## src/rtl/uart_rx_deserializer.sv

```systemverilog
// UART receiver: 8 data bits, LSB first, optional parity, one stop bit.
// Recovers bytes from the asynchronous rx pin, strobes rx_flag for each good
// byte and pulses frame_err / parity_err for bad frames.
module uart_rx_deserializer #(
  parameter int unsigned CLKS_PER_BIT = 434,
  parameter int unsigned PARITY_EN    = 0,
  parameter int unsigned PARITY_ODD   = 0
) (
  input  logic       clk,
  input  logic       rst,
  input  logic       rx,
  output logic [7:0] rx_data,
  output logic       rx_flag,
  output logic       frame_err,
  output logic       parity_err,
  output logic       busy
);

  localparam int unsigned   CW       = $clog2(CLKS_PER_BIT);
  localparam logic [CW-1:0] CNT_HALF = CW'(CLKS_PER_BIT / 2 - 1);
  localparam logic [CW-1:0] CNT_LAST = CW'(CLKS_PER_BIT - 1);
  localparam logic          PAR_ODD  = (PARITY_ODD != 0);

  typedef enum logic [2:0] {
    IDLE,
    START,
    DATA,
    PARITY,
    STOP,
    BREAK
  } state_t;

  state_t        state_q;
  logic [CW-1:0] cnt_q;
  logic [2:0]    bit_q;
  logic [7:0]    shift_q;
  logic          mism_q;
  logic          sync1_q;
  logic          sync2_q;
  logic [7:0]    data_q;
  logic          flag_q;
  logic          ferr_q;
  logic          perr_q;

  // Synchronizer, bit-timing counter and receive FSM with registered strobes.
  always_ff @(posedge clk) begin
    if (rst) begin
      state_q <= IDLE;
      cnt_q   <= '0;
      bit_q   <= '0;
      shift_q <= '0;
      mism_q  <= 1'b0;
      sync1_q <= 1'b1;
      sync2_q <= 1'b1;
      data_q  <= '0;
      flag_q  <= 1'b0;
      ferr_q  <= 1'b0;
      perr_q  <= 1'b0;
    end else begin
      sync1_q <= rx;
      sync2_q <= sync1_q;
      flag_q  <= 1'b0;
      ferr_q  <= 1'b0;
      perr_q  <= 1'b0;
      case (state_q)
        IDLE: begin
          cnt_q  <= '0;
          bit_q  <= '0;
          mism_q <= 1'b0;
          if (!sync2_q) state_q <= START;
        end
        START: begin
          if (cnt_q == CNT_HALF) begin
            cnt_q   <= '0;
            // A line back high at mid-start-bit is a glitch, not a frame.
            state_q <= sync2_q ? IDLE : DATA;
          end else begin
            cnt_q <= cnt_q + 1'b1;
          end
        end
        DATA: begin
          if (cnt_q == CNT_LAST) begin
            cnt_q   <= '0;
            shift_q <= {sync2_q, shift_q[7:1]};
            bit_q   <= bit_q + 1'b1;
            if (bit_q == 3'd7) state_q <= (PARITY_EN != 0) ? PARITY : STOP;
          end else begin
            cnt_q <= cnt_q + 1'b1;
          end
        end
        PARITY: begin
          if (cnt_q == CNT_LAST) begin
            cnt_q   <= '0;
            mism_q  <= (^shift_q) ^ sync2_q ^ PAR_ODD;
            state_q <= STOP;
          end else begin
            cnt_q <= cnt_q + 1'b1;
          end
        end
        STOP: begin
          if (cnt_q == CNT_LAST) begin
            cnt_q <= '0;
            if (sync2_q) begin
              if (mism_q) begin
                perr_q <= 1'b1;
              end else begin
                data_q <= shift_q;
                flag_q <= 1'b1;
              end
              state_q <= IDLE;
            end else begin
              ferr_q  <= 1'b1;
              perr_q  <= mism_q;
              state_q <= BREAK;
            end
          end else begin
            cnt_q <= cnt_q + 1'b1;
          end
        end
        BREAK: begin
          // Hold off until the line returns high so a stuck-low line
          // cannot retrigger the receiver.
          cnt_q <= '0;
          if (sync2_q) state_q <= IDLE;
        end
        default: begin
          cnt_q   <= '0;
          state_q <= IDLE;
        end
      endcase
    end
  end

  assign rx_data    = data_q;
  assign rx_flag    = flag_q;
  assign frame_err  = ferr_q;
  assign parity_err = perr_q;
  assign busy       = (state_q != IDLE);

endmodule

```

## config.mk

```make
export PLATFORM = sky130hd
export DESIGN_NAME = uart_rx_deserializer
export DESIGN_NICKNAME = d
export VERILOG_FILES = /design/src/rtl/uart_rx_deserializer.sv
export SDC_FILE = /design/constraint.sdc
export NUM_CORES = 1
export LEC_CHECK = 0
export BUFFER_PORTS_ARGS = -buffer_cell sky130_fd_sc_hd__buf_4
export CAP_MARGIN = 20
export CORE_ASPECT_RATIO = 1.75
export CORE_MARGIN = 2
export CORE_UTILIZATION = 58
export CTS_CLUSTER_DIAMETER = 150
export CTS_CLUSTER_SIZE = 16
export DETAILED_ROUTE_END_ITERATION = 10
export MAX_ROUTING_LAYER = met4
export PLACE_DENSITY = 0.89
export SYNTH_ARGS = -nofsm -noshare
export SYNTH_HDL_FRONTEND = slang
export SYNTH_SLANG_ARGS = --single-unit
```

## constraint.sdc

```tcl
create_clock -name clk -period 2.1 [get_ports clk]
set_clock_uncertainty 0.2 [all_clocks]
set_input_delay 0.42 -clock clk [delete_from_list [all_inputs] [get_ports clk]]
set_output_delay 0.42 -clock clk [all_outputs]
set_load 0.02 [all_outputs]
```

==> results of run 1 <==
==> worst register-to-register path, stage by stage, from the launching register on <==
cell	delay (ps)
dfxtp_1	560
nor3b_1	400
and3_1	460
nand2_1	110
a21oi_1	170
==> cells by family (layout without fill, tap and decap cells) <==
family	after synthesis	in the layout	share of synthesized area (%)
xor gates and xnor gates	13	13	7.407
adders and majority gates	5	5	3.631
and+or+nand+nor	85	85	26.87
buffers and inverters	13	29	3.703
muxes	8	8	4.648
AOI/OAI and AO/OA	26	26	10.75
DFF	37	37	42.99
==> layout make-up <==
cell class	instances	area, sq um	share of cell area (%)
clock buffer	5	68.82	3.472
clock inverter	3	68.82	3.472
inverter	4	15.01	0.7576
multi-input combinational	137	925.9	46.72
sequential	37	740.7	37.37
tap	28	35.03	1.768
timing repair buffer	17	127.6	6.439
==> placed cells by master (no fill, tap or decap), drive strengths merged, types with 7 or more instances in the layout <==
| master | netlist | final |
|---|---|---|
| dfxtp | 37 | 37 |
| buf | 6 | 17 |
| nand3 | 7 | 7 |
| mux2i | 8 | 8 |
| a21oi | 13 | 13 |
| nor2 | 20 | 20 |
| nand2 | 22 | 22 |
| xnor2 | 8 | 8 |
==> per-layer routing <==
metal | up-vias | GRT usage [%]
li1 | 677 | -
met1 | 674 | 21.20
met2 | 34 | 39.43
met3 | 15 | 6.161
met4 | 0 | 12.65
met5 | - | -
==> registers in the layout, summed over array words and instances, names as in the netlist <==
name / flops
shift_q: 8
mism_q: 1
bit_q: 3
parity_err: 1
rx_flag: 1
sync1_q: 1
rx_data: 8
state_q: 3
cnt_q: 9
frame_err: 1
sync2_q: 1
==> worst max-delay path by stage <==
stage	startpoint	end	slack [ps]	cells past startpoint
floorplan	cnt_q[0]$_SDFF_PP0_	cnt_q[2]$_SDFF_PP0_	360	6
global placement	state_q[2]$_SDFFE_PP0P_	rx_data[0]$_SDFFE_PP0P_	280	5
detailed placement	cnt_q[0]$_SDFF_PP0_	cnt_q[6]$_SDFF_PP0_	170	6
CTS	cnt_q[0]$_SDFF_PP0_	cnt_q[6]$_SDFF_PP0_	170	6
global route	state_q[1]$_SDFFE_PP0P_	shift_q[1]$_SDFFE_PP0P_	30	4
finish	state_q[1]$_SDFFE_PP0P_	shift_q[1]$_SDFFE_PP0P_	130	4
==> stage by stage <==
| step | instance area [sq um] | setup slack [ps] | power [mW] | util [%] |
|---|---|---|---|---|
| 5_1_grt | 1982 | 25.66 | 1.634 | 69.23 |
| 2_1_floorplan | 1723 | 355.8 | 0.8341 | - |
| 4_1_cts | 1974 | 165.1 | 1.592 | 68.97 |
| 3_5_place_dp | 1837 | 172.4 | 0.8575 | 64.16 |
| 6_report | 1982 | 133.7 | 1.586 | 69.23 |
| 3_3_place_gp | 1837 | 275.0 | 0.8524 | 64.16 |
==> where the power goes <==
part           switching (mW)  total (mW)  internal [mW]
registers              0.0141       0.723          0.709
clock network           0.262       0.740          0.478
logic                  0.0704       0.123         0.0528
total                   0.347        1.59           1.24
==> impl_metrics.env, run 1 <==
export IMPL_diodes=0
export IMPL_yosysMostFrequentCell="dfxtp_1"
export IMPL_crit_path_start_kind="register"
export IMPL_cts_tree="yes"
export IMPL_routed_top_layer="met4"
export IMPL_drive_above_1_share_pct=17.24
export IMPL_clk_pin_slew_ps=70
export IMPL_dp_hpwl_mm=2.543
export IMPL_hold_depth=2
export IMPL_synth_seq_cells=37
export IMPL_cp_cell_sequence="nor3b_1 -> and3_1 -> nand2_1 -> a21oi_1"
export IMPL_status="completed"
export IMPL_cts_root_buf="clkbuf_8"
export IMPL_fin_tns_setup_ps=0
export IMPL_grt_usage_pct=22.85
export IMPL_r2r_end="shift_q[1]$_SDFFE_PP0P_"
export IMPL_async_flop_share_pct=0
export IMPL_cp_max_fo=12
export IMPL_end_kind="register"
export IMPL_slew_violations=0
export IMPL_crit_path_max_incr_delay_ps=560
export IMPL_hold_start="rx"
export IMPL_grt_overflow=0
export IMPL_viasPerCell=6.061
export IMPL_num_rows=26
export IMPL_drc=0
export IMPL_die_x_um=45.20
export IMPL_cp_data_required_time_ps=2120
export IMPL_placed_cells=223
export IMPL_synth_area_leaders="dfxtp_1 43%, nand2_1 4.8%, mux2i_1 4.6%"
export IMPL_hp_class="input port to register"
export IMPL_drt_total_wl_mm=3.493
export IMPL_fillerInstances=212
export IMPL_area_growth_pct=15.03
export IMPL_fin_crit_ps=1966
export IMPL_worstRegToRegCells=4
export IMPL_wl_met2_mm=1.937
export IMPL_dr_pass1_iters=4
export IMPL_critPathBufInv=0
export IMPL_grt_pass1_vias=1412
export IMPL_path_delay_family="simple AND/OR/NAND/NOR gates"
export IMPL_fmax_mhz=508.6
export IMPL_tightest_slew_ps=455.5
export IMPL_yosys_area_top_type_share_pct=42.99
export IMPL_io_buffers=14
export IMPL_grt_setup_unrepaired="no"
export IMPL_r2r_slack_ps=130
export IMPL_cts_resized_gates=0
export IMPL_path_class="register to register"
export IMPL_ctsHoldBuffers=0
export IMPL_wl_per_cell_um=15.12
export IMPL_r2r_start="state_q[1]$_SDFFE_PP0P_"
export IMPL_finalHoldViolCount=0
export IMPL_dr_first_iter_drc_count=73
export IMPL_yosys_area_top_type="dfxtp_1"
export IMPL_holdPathEnd="sync1_q$_SDFF_PP1_"
export IMPL_drv_cap=0
export IMPL_ys_warnings_count=0
export IMPL_p_leak_nw=0.8042
export IMPL_initial_core_util_pct=60.18
export IMPL_syn_mean_instance_area_sq_um=9.213
export IMPL_vias=1400
export IMPL_antenna_found_initial=0
export IMPL_clk_latency_ps=290
export IMPL_die_height_um=76.10
export IMPL_wl_met1_mm=1.321
export IMPL_die_area_sq_um=3440
export IMPL_setup_viol=0
export IMPL_synth_nets=195
export IMPL_synth_edf_count=0
export IMPL_nets=210
export IMPL_cts_inserted_buffers=5
export IMPL_wl_met3_um=120
export IMPL_cts_sinks=37
export IMPL_antenna_left=0
export IMPL_p_per_area_nw_per_um2=800.2
export IMPL_fp_coreArea_sq_um=2863
export IMPL_crit_slowest_cell="dfxtp_1"
export IMPL_grt_max_degree=30
export IMPL_yosys_top_cells_count="37 x dfxtp_1, 22 x nand2_1, 20 x nor2_1, 13 x a21oi_1"
export IMPL_fin_cells=231
export IMPL_fin_crit_sh_pct=93.63
export IMPL_syn_inst=187
export IMPL_gp_congestion=0.9121
export IMPL_max_slew_margin_rel_pct=69.22
export IMPL_synth_cell_type_count=41
export IMPL_synth_cell_area_sq_um=1723
export IMPL_cts_buffer_depth=2
export IMPL_crit_arrival_ps=1990
export IMPL_htree_levels=2
export IMPL_synth_ff_type="dfxtp_1"
export IMPL_cts_setup_buffers=0
export IMPL_num_io_pins=15
export IMPL_ys_seq_area_share_pct=42.99
export IMPL_irDropWorstVdd_mv=0.5919
export IMPL_holdWs_ps=110.5
export IMPL_grt_pass1_wl_mm=5.796
Note: power is estimated with default switching activity, not from simulation.
==> run 2, diff against run 1 <==
Settings changed: SETUP_SLACK_MARGIN set to 0.2.
==> impl_metrics.env, run 2 (synthesized netlist as in run 1, its figures left out) <==
export IMPL_max_flop_register="cnt_q"
export IMPL_wl_per_cell_um=16.13
export IMPL_num_rows=26
export IMPL_viasPerCell=6.186
export IMPL_fin_crit_sh_pct=90.56
export IMPL_path_class="register to register"
export IMPL_drc=0
export IMPL_power_frac_comb_pct=9.0
export IMPL_nets=215
export IMPL_grt_overflow=0
export IMPL_fp_coreArea_sq_um=2863
export IMPL_worstRegToRegCells=6
export IMPL_cp_max_fo=3
export IMPL_cts_root_buf="clkbuf_8"
export IMPL_cts_inserted_buffers=5
export IMPL_tightest_slew_ps=541.7
export IMPL_p_leak_nw=0.8366
export IMPL_r2r_slack_ps=200
export IMPL_crit_arrival_ps=1940
export IMPL_cp_cell_sequence="inv_2 -> ha_2 -> and4b_2 -> nand4_1 -> or4b_4 -> nand3_2"
export IMPL_grt_usage_pct=23.04
export IMPL_switching_share_pct=22.13
export IMPL_crit_slowest_cell="or4b_4"
export IMPL_die_height_um=76.10
export IMPL_drive_above_1_share_pct=28.37
export IMPL_vias=1460
export IMPL_fmax_mhz=525.8
export IMPL_p_sw_uw=355.9
export IMPL_final_cell_mix="30 x dfxtp_1, 22 x nand2_1, 20 x buf_4, 18 x nor2_1, 13 x a21oi_1"
export IMPL_cp_data_required_time_ps=2140
export IMPL_setup_viol=0
export IMPL_clk_pin_slew_ps=70
export IMPL_gp_congestion=0.9121
export IMPL_drv_cap=0
export IMPL_dr_pass1_iters=4
export IMPL_r2r_end="mism_q$_SDFFE_PP0P_"
export IMPL_p_int_mw=1.252
export IMPL_area_growth_pct=20.26
export IMPL_clk_latency_ps=290
export IMPL_pre_cts_slack_ps=172.4
export IMPL_r2r_start="cnt_q[1]$_SDFF_PP0_"
export IMPL_io_buffers=14
export IMPL_cts_sinks=37
export IMPL_grt_pass1_wl_mm=5.851
export IMPL_num_io_pins=15
export IMPL_p_per_area_nw_per_um2=776.1
export IMPL_end_kind="register"
export IMPL_diodes=0
export IMPL_crit_path_max_incr_delay_ps=560
export IMPL_hold_depth=2
export IMPL_antenna_found_initial=0
export IMPL_slew_violations=0
export IMPL_setup_ws_ps=198.2
export IMPL_p_seq_share_pct=45.0
export IMPL_grt_setup_unrepaired="yes"
export IMPL_crit_path_start_kind="register"
export IMPL_die_area_sq_um=3440
export IMPL_irDropWorstVdd_mv=0.5919
export IMPL_layout_commonest_cell="dfxtp_1"
export IMPL_grt_max_degree=30
export IMPL_hold_start="rx"
export IMPL_antenna_left=0
export IMPL_holdPathEnd="sync1_q$_SDFF_PP1_"
export IMPL_hp_class="input port to register"
export IMPL_fin_util_pct=72.38
export IMPL_dr_first_iter_drc_count=53
export IMPL_grt_pass1_vias=1417
export IMPL_largest_reg_flops=9
export IMPL_status="completed"
export IMPL_drt_total_wl_mm=3.806
export IMPL_htree_levels=2
export IMPL_dp_hpwl_mm=2.543
export IMPL_fin_tns_setup_ps=0
export IMPL_clockPowerShare_pct=45.9
export IMPL_max_slew_margin_rel_pct=63.51
export IMPL_cts_tree="yes"
export IMPL_finalHoldViolCount=0
export IMPL_die_x_um=45.20
export IMPL_cts_buffer_depth=2
export IMPL_ctsHoldBuffers=0
export IMPL_fin_crit_ps=1902
export IMPL_initial_core_util_pct=60.18
run 2: changes by cell type in the layout (fill, tap and decap cells not counted), moves of 3 or more:
cell,before,now
dfxtp_2,0,4
dfxtp_1,37,30
buf_4,17,20
dfxtp_4,0,3
run 2: area by class of cell:
class	instances	area (sq um)
fillers	193	790.8
multi-input cells	138	965.9
well taps	28	35.03
clock buffers	5	68.82
flip-flops and latches	37	757.0
repair buffers	21	161.4
clock inverters	3	68.82
inverters	4	15.01
run 2: worst max path at each step:
stage / startpoint / end / depth (start not counted)
2_1_floorplan: cnt_q[0]$_SDFF_PP0_ / cnt_q[2]$_SDFF_PP0_ / 6
3_3_place_gp: state_q[2]$_SDFFE_PP0P_ / rx_data[0]$_SDFFE_PP0P_ / 5
3_5_place_dp: cnt_q[0]$_SDFF_PP0_ / cnt_q[6]$_SDFF_PP0_ / 6
4_1_cts: cnt_q[1]$_SDFF_PP0_ / mism_q$_SDFFE_PP0P_ / 6
5_1_grt: state_q[0]$_SDFFE_PP0P_ / state_q[2]$_SDFFE_PP0P_ / 4
6_report: cnt_q[1]$_SDFF_PP0_ / mism_q$_SDFFE_PP0P_ / 6
run 2: stage by stage:
step / power (mW) / cell area, sq um / hold slack [ps] / cells
global placement: 0.8524 / 1837 / 195.4 / 223
floorplan: 0.8341 / 1723 / 189.5 / 187
global route: 1.659 / 2072 / 111.4 / 236
finish: 1.608 / 2072 / 114.6 / 236
detailed placement: 0.8575 / 1837 / 205.0 / 223
CTS: 1.593 / 1981 / 109.4 / 231
run 2: routing by layer:
layer | vias to the layer above | share of wire (%) | wire length, um | global-route usage, %
li1 | 693 | - | - | -
met1 | 703 | 37 | 1410 | 21.35
met2 | 49 | 56 | 2133 | 39.86
met3 | 15 | 3.7 | 140 | 6.161
met4 | 0 | 3.2 | 121 | 12.65
met5 | - | 0 | 0 | -
run 2: worst max-delay path, delay by kind of cell (launching register included):
kind	cells	cell delay [ps]
adders and majority gates	1	170
DFF	1	340
buffers and inverters	1	60
and+or+nand+nor	4	1080
run 2: power by group through the flow:
stage	logic (mW)	clock network (mW)	registers, mW
finish	0.145	0.739	0.724
floorplan	0.105	0	0.729
CTS	0.120	0.750	0.723
global placement	0.115	0	0.738
global route	0.157	0.777	0.725
detailed placement	0.119	0	0.738
run 2: timing repair:
action / 4_1_cts / 5_1_grt
setup buffers: 0 / 4
resized for setup: 5 / 19
setup endpoints to repair: 15 / 13
pin swaps: 1 / 10
cloned: 0 / 1
==> run 3, diff against run 2 <==
Settings changed: RECOVER_POWER set to 25.
==> impl_metrics.env, run 3 (synthesized netlist as in run 1, its figures left out) <==
export IMPL_tightest_slew_ps=542.1
export IMPL_grt_overflow=0
export IMPL_cts_root_buf="clkbuf_8"
export IMPL_cp_max_fo=3
export IMPL_irDropWorstVdd_mv=0.6113
export IMPL_setup_ws_ps=192.1
export IMPL_grt_max_degree=30
export IMPL_wl_per_cell_um=15.96
export IMPL_die_x_um=45.20
export IMPL_grt_pass1_vias=1417
export IMPL_path_class="register to register"
export IMPL_vias=1458
export IMPL_end_kind="register"
export IMPL_fp_coreArea_sq_um=2863
export IMPL_gp_congestion=0.9121
export IMPL_finalHoldViolCount=0
export IMPL_worstRegToRegCells=6
export IMPL_power_mw=1.609
export IMPL_crit_path_max_incr_delay_ps=570
export IMPL_largest_reg_flops=9
export IMPL_viasPerCell=6.178
export IMPL_grt_setup_unrepaired="yes"
export IMPL_hp_class="input port to register"
export IMPL_p_seq_share_pct=45.0
export IMPL_antenna_found_initial=0
export IMPL_dp_hpwl_mm=2.543
export IMPL_clk_pin_slew_ps=70
export IMPL_dr_first_iter_drc_count=44
export IMPL_drc=0
export IMPL_p_leak_nw=0.7938
export IMPL_diodes=0
export IMPL_status="completed"
export IMPL_fin_crit_sh_pct=90.85
export IMPL_die_height_um=76.10
export IMPL_dr_pass1_iters=4
export IMPL_drt_total_wl_mm=3.767
export IMPL_pre_cts_slack_ps=172.4
export IMPL_fin_tns_setup_ps=0
export IMPL_fmax_mhz=524.1
export IMPL_layout_commonest_cell="dfxtp_1"
export IMPL_met2_usage_pct=39.86
export IMPL_grt_pass1_wl_mm=5.851
export IMPL_nets=215
export IMPL_drv_cap=0
export IMPL_grt_busiest_layer="met2"
export IMPL_crit_path_start_kind="register"
export IMPL_ctsHoldBuffers=0
export IMPL_io_buffers=14
export IMPL_crit_slowest_cell="or4b_4"
export IMPL_clk_latency_ps=290
export IMPL_cp_cell_sequence="inv_2 -> ha_2 -> and4b_2 -> nand4_1 -> or4b_4 -> nand3_2"
export IMPL_p_int_mw=1.252
export IMPL_clockPowerShare_pct=46.1
export IMPL_use_met1_pct=21.35
export IMPL_crit_arrival_ps=1950
export IMPL_num_io_pins=15
export IMPL_cts_tree="yes"
export IMPL_final_cell_mix="30 x dfxtp_1, 22 x nand2_1, 18 x nor2_1, 13 x a21oi_1"
export IMPL_drive_above_1_share_pct=23.56
export IMPL_grt_usage_pct=23.04
export IMPL_setup_viol=0
export IMPL_max_flop_register="cnt_q"
export IMPL_num_rows=26
export IMPL_cts_inserted_buffers=5
export IMPL_area_growth_pct=18.08
export IMPL_switching_share_pct=22.16
export IMPL_htree_levels=2
export IMPL_cts_buffer_depth=2
export IMPL_cts_sinks=37
export IMPL_die_area_sq_um=3440
export IMPL_p_per_area_nw_per_um2=790.7
export IMPL_hold_depth=2
export IMPL_finalInstanceArea_sq_um=2034
export IMPL_grtUsageMet3_pct=6.161
export IMPL_fin_crit_ps=1908
export IMPL_cp_data_required_time_ps=2140
export IMPL_slew_violations=0
export IMPL_initial_core_util_pct=60.18
export IMPL_placed_area_sq_um=1837
export IMPL_max_slew_margin_rel_pct=63.48
export IMPL_antenna_left=0
export IMPL_power_frac_comb_pct=9.0
export IMPL_p_sw_uw=356.4
export IMPL_fin_util_pct=71.07
-- run 3: cell count changes in the layout (fill, tap and decap cells not counted) --
cell | previous run | this run
clkbuf_1 | 0 | 10
buf_4 | 20 | 10
-- run 3: layer usage --
metal	wire [um]	vias to the layer above	share of wire, %
li1	-	694	-
met1	1331	696	35
met2	2108	53	56
met3	197	15	5.2
met4	129	0	3.4
met5	0	-	0
-- run 3: worst max-delay path: cells and delay by family, from the launching register on --
kind / cells / cell delay (ps)
adders and majority gates: 1 / 160
buffers and inverters: 1 / 60
DFF: 1 / 330
and+or+nand+nor: 4 / 1090
-- run 3: power groups by stage --
stage | Sequential, mW | Combinational [mW] | Clock (mW)
after floorplan | 0.729 | 0.105 | 0
after global placement | 0.738 | 0.115 | 0
after detailed placement | 0.738 | 0.119 | 0
after CTS | 0.723 | 0.120 | 0.750
after global routing | 0.725 | 0.157 | 0.777
final | 0.723 | 0.144 | 0.741
-- run 3: final timing paths --
path                                          start                   to  slack (ps)
worst max-delay path            cnt_q[1]$_SDFF_PP0_  mism_q$_SDFFE_PP0P_         190
worst min-delay path                             rx   sync1_q$_SDFF_PP1_         110
worst max register to register  cnt_q[1]$_SDFF_PP0_  mism_q$_SDFFE_PP0P_         190
worst min register to register   sync1_q$_SDFF_PP1_   sync2_q$_SDFF_PP1_         220
-- run 3: final cells by class --
class                   instances  area (sq um)
clock buffers                   5         68.82
fillers                       201         828.3
repair buffers                 21         123.9
well taps                      28         35.03
inverters                       4         15.01
flip-flops and latches         37         757.0
clock inverters                 3         68.82
multi-input cells             138         965.9
-- run 3: timing repair --
action / in CTS / in global routing
cloned: 0 / 1
setup endpoints to repair: 15 / 13
resized for setup: 5 / 19
pin swaps: 1 / 10
setup buffers: 0 / 4
-- run 3: stage by stage --
step                std cells  hold slack (ps)
detailed placement        223            205.0
global route              236            111.4
CTS                       231            109.4
global placement          223            195.4
finish                    236            113.7
floorplan                 187            189.5
